[src/rtl/fht_addr_gen_if.sv]
// rtl/fht_addr_gen_if.sv - start request plus read/twiddle/write-back address bus of the FHT sequencer
interface fht_addr_gen_if #(
  parameter int N_LOG2 = 4,
  parameter int A_BIT  = N_LOG2
);
  logic                      iSTART;
  logic                      oBUSY;
  logic                      oDONE;
  logic [$clog2(N_LOG2)-1:0] oSTAGE;
  logic                      oBANK;
  logic                      oRD_EN;
  logic [A_BIT-1:0]          oRD_ADDR_0;
  logic [A_BIT-1:0]          oRD_ADDR_1;
  logic [A_BIT-1:0]          oRD_ADDR_2;
  logic [N_LOG2-2:0]         oTW_ADDR;
  logic                      oWR_EN;
  logic [A_BIT-1:0]          oWR_ADDR_0;
  logic [A_BIT-1:0]          oWR_ADDR_1;

  modport master (
    input  iSTART,
    output oBUSY, oDONE, oSTAGE, oBANK, oRD_EN, oRD_ADDR_0, oRD_ADDR_1, oRD_ADDR_2,
           oTW_ADDR, oWR_EN, oWR_ADDR_0, oWR_ADDR_1
  );

  modport slave (
    output iSTART,
    input  oBUSY, oDONE, oSTAGE, oBANK, oRD_EN, oRD_ADDR_0, oRD_ADDR_1, oRD_ADDR_2,
           oTW_ADDR, oWR_EN, oWR_ADDR_0, oWR_ADDR_1
  );
endinterface

[src/rtl/fht_addr_gen.sv]
// rtl/fht_addr_gen.sv - stage/butterfly sequencer for the ping-pong radix-2 FHT core
module fht_addr_gen #(
  parameter int N_LOG2   = 4,
  parameter int A_BIT    = N_LOG2,
  parameter int PIPE_LAT = 3
) (
  input logic           iCLK,
  input logic           iRESET,
  fht_addr_gen_if.master bus
);
  localparam int SW   = $clog2(N_LOG2);
  localparam int JW   = N_LOG2 - 1;
  localparam int DW   = (PIPE_LAT > 1) ? $clog2(PIPE_LAT) : 1;
  localparam int HALF = 1 << JW;

  typedef enum logic [1:0] {IDLE, RUN, DRAIN, DONE} state_t;

  state_t          state, state_n;
  logic [SW-1:0]   s, s_n;
  logic [JW-1:0]   j, j_n;
  logic [DW-1:0]   dcnt, dcnt_n;

  logic [A_BIT-1:0] jx, h, k, g;
  logic             busy_n, done_n, rd_en_n;
  logic [A_BIT-1:0] addr0_n, addr1_n, addr2_n;
  logic [JW-1:0]    tw_n;

  logic             wr_en_pipe [PIPE_LAT];
  logic [A_BIT-1:0] wr0_pipe   [PIPE_LAT];
  logic [A_BIT-1:0] wr1_pipe   [PIPE_LAT];

  always_ff @(posedge iCLK) begin
    if (!iRESET) begin
      state <= IDLE;
      s     <= '0;
      j     <= '0;
      dcnt  <= '0;
    end else begin
      state <= state_n;
      s     <= s_n;
      j     <= j_n;
      dcnt  <= dcnt_n;
    end
  end

  always_comb begin
    state_n = state;
    s_n     = s;
    j_n     = j;
    dcnt_n  = dcnt;
    case (state)
      IDLE: begin
        if (bus.iSTART) begin
          state_n = RUN;
          s_n     = '0;
          j_n     = '0;
        end
      end
      RUN: begin
        if (j == JW'(HALF - 1)) begin
          state_n = DRAIN;
          dcnt_n  = '0;
        end else begin
          j_n = j + 1'b1;
        end
      end
      DRAIN: begin
        if (dcnt == DW'(PIPE_LAT - 1)) begin
          if (s == SW'(N_LOG2 - 1)) begin
            state_n = DONE;
          end else begin
            state_n = RUN;
            s_n     = s + 1'b1;
            j_n     = '0;
          end
        end else begin
          dcnt_n = dcnt + 1'b1;
        end
      end
      default: begin
        state_n = IDLE;
        s_n     = '0;
      end
    endcase
  end

  // Outputs are computed from the next-state values so they can be registered
  // and still show the j=0 addresses in the first RUN cycle.
  always_comb begin
    busy_n  = (state_n == RUN) || (state_n == DRAIN);
    done_n  = (state_n == DONE);
    rd_en_n = (state_n == RUN);
    jx      = A_BIT'(j_n);
    h       = A_BIT'(1) << s_n;
    k       = jx & (h - A_BIT'(1));
    g       = ((jx >> s_n) << s_n) << 1;
    addr0_n = '0;
    addr1_n = '0;
    addr2_n = '0;
    tw_n    = '0;
    if (rd_en_n) begin
      addr0_n = g + k;
      addr1_n = g + h + k;
      addr2_n = g + h + ((h - k) & (h - A_BIT'(1)));
      tw_n    = JW'(k) << (SW'(N_LOG2 - 1) - s_n);
    end
  end

  always_ff @(posedge iCLK) begin
    if (!iRESET) begin
      bus.oBUSY      <= 1'b0;
      bus.oDONE      <= 1'b0;
      bus.oSTAGE     <= '0;
      bus.oBANK      <= 1'b0;
      bus.oRD_EN     <= 1'b0;
      bus.oRD_ADDR_0 <= '0;
      bus.oRD_ADDR_1 <= '0;
      bus.oRD_ADDR_2 <= '0;
      bus.oTW_ADDR   <= '0;
      for (int i = 0; i < PIPE_LAT; i++) begin
        wr_en_pipe[i] <= 1'b0;
        wr0_pipe[i]   <= '0;
        wr1_pipe[i]   <= '0;
      end
    end else begin
      bus.oBUSY      <= busy_n;
      bus.oDONE      <= done_n;
      bus.oSTAGE     <= s_n;
      bus.oBANK      <= s_n[0];
      bus.oRD_EN     <= rd_en_n;
      bus.oRD_ADDR_0 <= addr0_n;
      bus.oRD_ADDR_1 <= addr1_n;
      bus.oRD_ADDR_2 <= addr2_n;
      bus.oTW_ADDR   <= tw_n;
      wr_en_pipe[0]  <= bus.oRD_EN;
      wr0_pipe[0]    <= bus.oRD_ADDR_0;
      wr1_pipe[0]    <= bus.oRD_ADDR_1;
      for (int i = 1; i < PIPE_LAT; i++) begin
        wr_en_pipe[i] <= wr_en_pipe[i-1];
        wr0_pipe[i]   <= wr0_pipe[i-1];
        wr1_pipe[i]   <= wr1_pipe[i-1];
      end
    end
  end

  // Write-back is the registered read side delayed by PIPE_LAT clocks.
  assign bus.oWR_EN     = wr_en_pipe[PIPE_LAT-1];
  assign bus.oWR_ADDR_0 = wr0_pipe[PIPE_LAT-1];
  assign bus.oWR_ADDR_1 = wr1_pipe[PIPE_LAT-1];
endmodule

[src/flat_wrapper.sv]
// flat-port wrapper written by rule: the top's interface ports become plain ports
module fht_addr_gen_flat 
#(
  parameter int N_LOG2   = 4,
  parameter int A_BIT    = N_LOG2,
  parameter int PIPE_LAT = 3
)
  (iCLK, iRESET, bus_iSTART, bus_oBUSY, bus_oDONE, bus_oSTAGE, bus_oBANK, bus_oRD_EN, bus_oRD_ADDR_0, bus_oRD_ADDR_1, bus_oRD_ADDR_2, bus_oTW_ADDR, bus_oWR_EN, bus_oWR_ADDR_0, bus_oWR_ADDR_1);
  fht_addr_gen_if #(.N_LOG2(N_LOG2), .A_BIT(A_BIT)) bus_i ();
  input logic iCLK;
  input logic iRESET;
  input wire logic [$bits(bus_i.iSTART)-1:0] bus_iSTART;
  output wire logic [$bits(bus_i.oBUSY)-1:0] bus_oBUSY;
  output wire logic [$bits(bus_i.oDONE)-1:0] bus_oDONE;
  output wire logic [$bits(bus_i.oSTAGE)-1:0] bus_oSTAGE;
  output wire logic [$bits(bus_i.oBANK)-1:0] bus_oBANK;
  output wire logic [$bits(bus_i.oRD_EN)-1:0] bus_oRD_EN;
  output wire logic [$bits(bus_i.oRD_ADDR_0)-1:0] bus_oRD_ADDR_0;
  output wire logic [$bits(bus_i.oRD_ADDR_1)-1:0] bus_oRD_ADDR_1;
  output wire logic [$bits(bus_i.oRD_ADDR_2)-1:0] bus_oRD_ADDR_2;
  output wire logic [$bits(bus_i.oTW_ADDR)-1:0] bus_oTW_ADDR;
  output wire logic [$bits(bus_i.oWR_EN)-1:0] bus_oWR_EN;
  output wire logic [$bits(bus_i.oWR_ADDR_0)-1:0] bus_oWR_ADDR_0;
  output wire logic [$bits(bus_i.oWR_ADDR_1)-1:0] bus_oWR_ADDR_1;
  assign bus_i.iSTART = bus_iSTART;
  assign bus_oBUSY = bus_i.oBUSY;
  assign bus_oDONE = bus_i.oDONE;
  assign bus_oSTAGE = bus_i.oSTAGE;
  assign bus_oBANK = bus_i.oBANK;
  assign bus_oRD_EN = bus_i.oRD_EN;
  assign bus_oRD_ADDR_0 = bus_i.oRD_ADDR_0;
  assign bus_oRD_ADDR_1 = bus_i.oRD_ADDR_1;
  assign bus_oRD_ADDR_2 = bus_i.oRD_ADDR_2;
  assign bus_oTW_ADDR = bus_i.oTW_ADDR;
  assign bus_oWR_EN = bus_i.oWR_EN;
  assign bus_oWR_ADDR_0 = bus_i.oWR_ADDR_0;
  assign bus_oWR_ADDR_1 = bus_i.oWR_ADDR_1;
  fht_addr_gen #(.N_LOG2(N_LOG2), .A_BIT(A_BIT), .PIPE_LAT(PIPE_LAT)) u_core (.iCLK(iCLK), .iRESET(iRESET), .bus(bus_i));
endmodule
[config.mk]
export PLATFORM = sky130hd
export DESIGN_NAME = fht_addr_gen_flat
export DESIGN_NICKNAME = d
export VERILOG_FILES = /design/src/rtl/fht_addr_gen_if.sv /design/src/rtl/fht_addr_gen.sv /design/src/flat_wrapper.sv
export SDC_FILE = /design/constraint.sdc
export NUM_CORES = 1
export LEC_CHECK = 0
export ABC_AREA = 1
export CORE_MARGIN = 4
export CORE_UTILIZATION = 30
export CTS_BUF_LIST = sky130_fd_sc_hd__clkbuf_4 sky130_fd_sc_hd__clkbuf_8
export DETAILED_ROUTE_END_ITERATION = 6
export SLEW_MARGIN = 40
export SYNTH_ARGS = -nofsm -noshare
export SYNTH_HDL_FRONTEND = slang
export SYNTH_SLANG_ARGS = --single-unit
[constraint.sdc]
create_clock -name iCLK -period 7.35 [get_ports iCLK]
set_input_delay 1.8375 -clock iCLK [delete_from_list [all_inputs] [get_ports iCLK]]
set_output_delay 1.8375 -clock iCLK [all_outputs]
set_load 0.005 [all_outputs]
==> results of run 1 <==
==> layout make-up <==
type,instances,area [um2]
Tap cell,102,127.6
Clock inverter,3,22.52
Fill cell,784,4886
Sequential cell,53,1061
Multi-Input combinational cell,160,1017
Clock buffer,5,68.82
Timing Repair Buffer,33,327.8
Inverter,57,216.5
==> metal layers <==
metal,vias up,global-route usage [%],routed length (um),share of wire (%)
met4,0,3.195,54,1.3
met3,6,2.441,159,4.0
met5,-,0,0,0
met1,741,11.24,1977,49
li1,879,-,-,-
met2,31,14.65,1832,46
==> critical path, delay by kind of cell <==
family          cells  cell delay, ns
simple gates       10            1.07
fa+ha+maj           3            0.71
buf+inv             4            0.65
xor+xnor            2            0.24
compound gates      1            0.20
==> flip-flops by register name (all words and copies together) (netlist names) <==
name / count
u_core.bus.oRD_ADDR_1: 3
u_core.bus.oBUSY: 1
u_core.bus.oRD_ADDR_2: 4
u_core.state: 2
u_core.j: 3
u_core.wr0_pipe: 12
u_core.dcnt: 2
u_core.bus.oSTAGE: 2
u_core.wr1_pipe: 12
u_core.bus.oDONE: 1
u_core.wr_en_pipe: 3
u_core.bus.oRD_EN: 1
u_core.bus.oTW_ADDR: 3
u_core.bus.oRD_ADDR_0: 4
==> stage by stage <==
stage	power, mW	hold slack, ns	setup WS (ns)	cell area [um2]	utilization (%)
final	0.5038	0.4171	2.848	2841	36.77
after CTS	0.5125	0.4205	2.873	2841	36.77
after detailed placement	0.3430	0.3966	2.545	2750	35.59
after global placement	0.3422	0.3918	2.613	2750	35.59
after floorplan	0.3282	0.3905	3.196	2389	-
after global routing	0.5299	0.4324	2.618	2841	36.77
==> layout by cell type, fill, tap and decap left out, drive strengths merged <==
| cell type | n |
|---|---|
| a211oi | 1 |
| a21boi | 1 |
| a21oi | 11 |
| a31o | 1 |
| and2 | 1 |
| buf | 1 |
| clkbuf | 5 |
| clkdlybuf4s50 | 32 |
| clkinv | 4 |
| conb | 2 |
| dfxtp | 53 |
| fa | 4 |
| ha | 20 |
| inv | 56 |
| nand2 | 64 |
| nand3 | 13 |
| nand3b | 1 |
| nor2 | 30 |
| nor3 | 1 |
| o21ai | 5 |
| xnor2 | 2 |
| xor2 | 3 |
==> where the power goes <==
| part | leakage (nW) | internal (mW) | total, mW | switching, mW |
|---|---|---|---|---|
| Combinational | 0.950 | 0.0164 | 0.0389 | 0.0225 |
| Clock | 0.0481 | 0.0679 | 0.168 | 0.100 |
| Sequential | 0.429 | 0.294 | 0.297 | 0.00309 |
| Total | 1.43 | 0.378 | 0.504 | 0.126 |
==> kinds of logic (layout without fill, tap and decap cells) <==
group	Yosys count	in the layout	synth area share (%)
other	2	2	0.3144
XOR/XNOR	5	5	1.834
flip-flops	53	53	44.42
buffers and inverters	71	98	12.99
AO/OA/AOI/OAI	19	19	4.505
adder cells (fa/ha/maj)	24	24	13.83
AND/OR/NAND/NOR	110	110	22.11
==> worst max-delay path by stage <==
stage,endpoint,slack [ns]
6_report,u_core.bus.oRD_ADDR_2[3],2.85
5_1_grt,u_core.bus.oRD_ADDR_2[3],2.62
4_1_cts,u_core.bus.oRD_ADDR_2[3],2.87
3_5_place_dp,u_core.bus.oRD_ADDR_2[3],2.54
3_3_place_gp,u_core.bus.oRD_ADDR_2[3],2.61
2_1_floorplan,u_core.bus.oRD_ADDR_2[3],3.20
==> impl_metrics.json, run 1 <==
{
  "post_cts_buffers": 0,
  "startpoint": "bus_iSTART",
  "reg2reg_to": "u_core.bus.oRD_ADDR_2[3]",
  "ant_nets": 0,
  "synth.most_common_cell": "nand2_1",
  "place.gp.congestion": 0.8878,
  "skew_ns": 0.01027,
  "layout-drive-gt1-share_pct": 10.61,
  "reg2reg_depth": 20,
  "synth_edf_count": 0,
  "hold_viol": 0,
  "drv_cap": 0,
  "cp.arrival_ns": 4.70,
  "synth_nets": 311,
  "hold_buffers": 0,
  "power_density_nw_per_um2": 177.3,
  "wire_per_inst_um": 9.743,
  "hp-start": "u_core.wr1_pipe[0][7]",
  "track_usage_pct": 8.925,
  "areaGrowthSynthToFinish_pct": 18.96,
  "syn-cell-area_um2": 2389,
  "clk_path_buf_depth": 2,
  "core_area_um2": 7727,
  "fin_crit_sh_pct": 61.26,
  "rsz0062_at_grt": "no",
  "dp.cells": 405,
  "required_ns": 7.55,
  "clkTransAtPathRegs_ns": 0.10,
  "status": "complete, no violations",
  "finalCriticalPeriod_ns": 4.502,
  "cts_buffers": 5,
  "ys_top_cells_by_area": "dfxtp_1, ha_1, nand2_1, inv_1, nor2_1",
  "hp-class": "reg2reg",
  "clock.fmax_ghz": 0.2221,
  "instances_no_fill": 413,
  "ys_seq_area_share_pct": 44.42,
  "postSynthCellCount": 284,
  "vias": 1657,
  "dieHeight_um": 97.23,
  "tritoncts": "done",
  "crit_type": "in2reg",
  "cp_max_fo": 10,
  "timing.final.max_slew_violations": 0,
  "dr.pass1.iters": 4,
  "startpoint_type": "input pin",
  "synth.avg_cell_area_um2": 8.410,
  "ys_ff_latch": 53,
  "pin_count": 33,
  "total_leakage_power_nw": 1.428,
  "cts_resized": 0,
  "end_kind": "flop",
  "grt_max_degree": 31,
  "die_x_um": 97.23,
  "htree_levels": 2,
  "r2r_start": "u_core.state[0]",
  "antenna_found_initial": 0,
  "routed_wl_um": 4024,
  "finalSetupViolations": 0,
  "rows": 32,
  "drtIter0Drc": 42,
  "min_path_cells": 2,
  "diodes": 0,
  "async_flop_share_pct": 0,
  "routed_via_density": 4.012,
  "grt_pass1_vias": 1554,
  "synth_top_area_cell": "dfxtp_1",
  "tns_ns": 0,
  "fin_nets": 337,
  "max_stage_delay_ns": 0.41,
  "rrSetupSlack_ns": 4.08,
  "overflow": 0,
  "die_area_um2": 9454,
  "synthTopCellsByCount": "nand2_1, dfxtp_1, inv_1",
  "grt_pass1_wl_um": 6982,
  "netlist-cell-type-count": 32,
  "drc": 0,
  "synth_top_area_share_pct": 44.42,
  "portBuffers": 32,
  "cts.sinks": 53,
  "crit_path_top_delay_cell": "clkdlybuf4s50_1",
  "synthFlopType": "dfxtp_1",
  "worstHoldEndpoint": "u_core.wr1_pipe[0][11]",
  "insertion_delay_ns": 0.31,
  "hpwlAfterDp_um": 2988,
  "irDropWorstVdd_mv": 0.06273,
  "crit_chain": "clkdlybuf4s50_1, inv_1, nand2_1, nand2_1, nor2_2, nor2_8, inv_2, ha_1, nor2_4, inv_2, ha_1, nor2_1, xnor2_1, xor2_1, and2_1, ha_1, a21oi_1, nand3_1, nand2_1, nor2_2",
  "ys_warn_count": 0,
  "start_util_pct": 30.91,
  "clockRootBuffer": "clkbuf_8"
}
Power figures use the tool's default switching activity.
==> inputs of run 2 (changes only) <==
- clock period: 7.35 -> 4.7 ns (I/O delays scaled with it)
==> run 2 against run 1 <==
Sequential share of layout area is essentially flat; combinational power grew 56%; routed wire length shrank 1.0%; non-clock buffer count is the same; core utilization is essentially flat; critical path depth is the same; worst hold slack lost 0.019 ns; critical endpoint unchanged; power grew 58%; first-iteration DRC count grew 55%; die area is the same; clock power grew 61%; clock skew grew 0.012 ns.
==> impl_metrics.json, run 2 (same netlist as run 1, synthesis figures left out) <==
{
  "status": "complete, no violations",
  "pin_count": 33,
  "track_usage_pct": 8.908,
  "rsz0062_at_grt": "no",
  "final_cell_mix": "nand2_1, dfxtp_1, inv_1",
  "timing.final.max_slew_violations": 0,
  "diodes": 0,
  "cts.sinks": 53,
  "routed_via_density": 3.961,
  "dr.pass1.iters": 4,
  "crit_path_top_delay_cell": "clkdlybuf4s50_1",
  "swShare_pct": 25.43,
  "rows": 32,
  "tritoncts": "done",
  "vias": 1636,
  "cts_buffers": 5,
  "drtIter0Drc": 65,
  "routed_wl_um": 3983,
  "power_frac_seq_pct": 58.3,
  "n_fill_cell": 792,
  "drc": 0,
  "place_area_um2": 2750,
  "crit_type": "in2reg",
  "start_util_pct": 30.91,
  "startpoint_type": "input pin",
  "cp_max_fo": 10,
  "clock_power_share_pct": 34.1,
  "instances_no_fill": 413,
  "cts_resized": 0,
  "hold_viol": 0,
  "antenna_found_initial": 0,
  "clk_path_buf_depth": 2,
  "hpwlAfterDp_um": 3029,
  "dieHeight_um": 97.23,
  "ant_nets": 0,
  "finalSetupViolations": 0,
  "critPathTopFamily": "simple AND/OR/NAND/NOR gates",
  "tns_ns": 0,
  "areaGrowthSynthToFinish_pct": 19.12,
  "portBuffers": 32,
  "die_area_um2": 9454,
  "overflow": 0,
  "die_x_um": 97.23,
  "skew_ns": 0.02203,
  "layout-drive-gt1-share_pct": 10.61,
  "hold_buffers": 0,
  "drv_cap": 0,
  "p_comb_share_pct": 7.6,
  "hp-class": "reg2reg",
  "final_common_cell": "nand2_1",
  "clockRootBuffer": "clkbuf_8",
  "total_leakage_power_nw": 1.422,
  "p_switching_mw": 0.2025,
  "htree_levels": 2,
  "end_kind": "flop",
  "critPathBufInv": 4,
  "power_density_nw_per_um2": 279.8,
  "grt_pass1_vias": 1526,
  "top_regs": "u_core.wr0_pipe x12, u_core.wr1_pipe x12",
  "max_stage_delay_ns": 0.41,
  "clkTransAtPathRegs_ns": 0.12,
  "fin_nets": 337,
  "core_area_um2": 7727,
  "insertion_delay_ns": 0.32,
  "wire_per_inst_um": 9.644,
  "fin_crit_sh_pct": 80.98,
  "place.gp.congestion": 0.8950,
  "clock.fmax_ghz": 0.2627,
  "finalCriticalPeriod_ns": 3.806,
  "crit_chain": "clkdlybuf4s50_1, inv_1, nand2_1, nand2_1, nor2_2, nor2_8, inv_2, ha_1, nor2_4, inv_2, ha_1, nor2_1, xnor2_1, xor2_1, and2_1, ha_1, a21oi_1, nand3_1, nand2_1, nor2_2",
  "irDropWorstVdd_mv": 0.1163,
  "grt_pass1_wl_um": 6913,
  "post_cts_buffers": 0,
  "cp.arrival_ns": 4.03,
  "required_ns": 4.92,
  "power_mw": 0.7961,
  "dp.cells": 405,
  "grt_max_degree": 24,
  "intPower_mw": 0.5937,
  "stdcell_area_um2": 2845
}
run 2: cell types whose count changed in the layout (fill, tap and decap cells not counted), sizes merged:
cell,delta
clkinvlp,+2
clkinv,-3
inv,+1
run 2: final cells by class:
class | instances | area (um2) | area share [%]
clock buffers | 5 | 68.82 | 2.419
clock inverters | 3 | 26.28 | 0.9235
multi-input cells | 160 | 1017 | 35.75
repair buffers | 33 | 327.8 | 11.52
inverters | 57 | 216.5 | 7.608
flip-flops and latches | 53 | 1061 | 37.29
well taps | 102 | 127.6 | 4.485
run 2: metal layers:
metal | part of all wire [%] | GRT usage [%] | wire, um | vias up
li1 | - | - | - | 884
met1 | 49 | 11.28 | 1951 | 714
met2 | 44 | 14.12 | 1739 | 32
met3 | 5.5 | 2.800 | 221 | 6
met4 | 1.8 | 3.514 | 70 | 0
met5 | 0 | 0 | 0 | -
run 2: power by group through the flow:
stage / Clock, mW / Sequential, mW / Combinational, mW
2_1_floorplan: 0 / 0.474 / 0.0392
3_3_place_gp: 0 / 0.474 / 0.0607
3_5_place_dp: 0 / 0.475 / 0.0617
4_1_cts: 0.282 / 0.464 / 0.0620
5_1_grt: 0.300 / 0.466 / 0.0690
6_report: 0.271 / 0.464 / 0.0608
run 2: tightest hold or removal path: stages, from the launching register on:
cell     delay [ns]
dfxtp_1        0.31
nand2_1        0.05
inv_1          0.03
run 2: stage by stage:
step	setup WS, ns	hold slack, ns	utilization, %
after floorplan	1.209	0.3905	-
after global placement	0.6261	0.3916	35.59
after detailed placement	0.5376	0.3961	35.59
after CTS	0.8856	0.4074	36.82
after global routing	0.5335	0.4188	36.82
final	0.8939	0.3980	36.82
run 2: final timing paths:
kind / startpoint / endpoint / slack, ns / depth (start not counted)
setup / recovery: bus_iSTART / u_core.bus.oRD_ADDR_2[3] / 0.89 / 20
setup reg to reg: u_core.state[0] / u_core.bus.oRD_ADDR_2[3] / 1.48 / 20
hold / removal: u_core.wr1_pipe[0][4] / u_core.wr1_pipe[0][8] / 0.40 / 2
hold reg to reg: u_core.wr1_pipe[0][4] / u_core.wr1_pipe[0][8] / 0.40 / 2
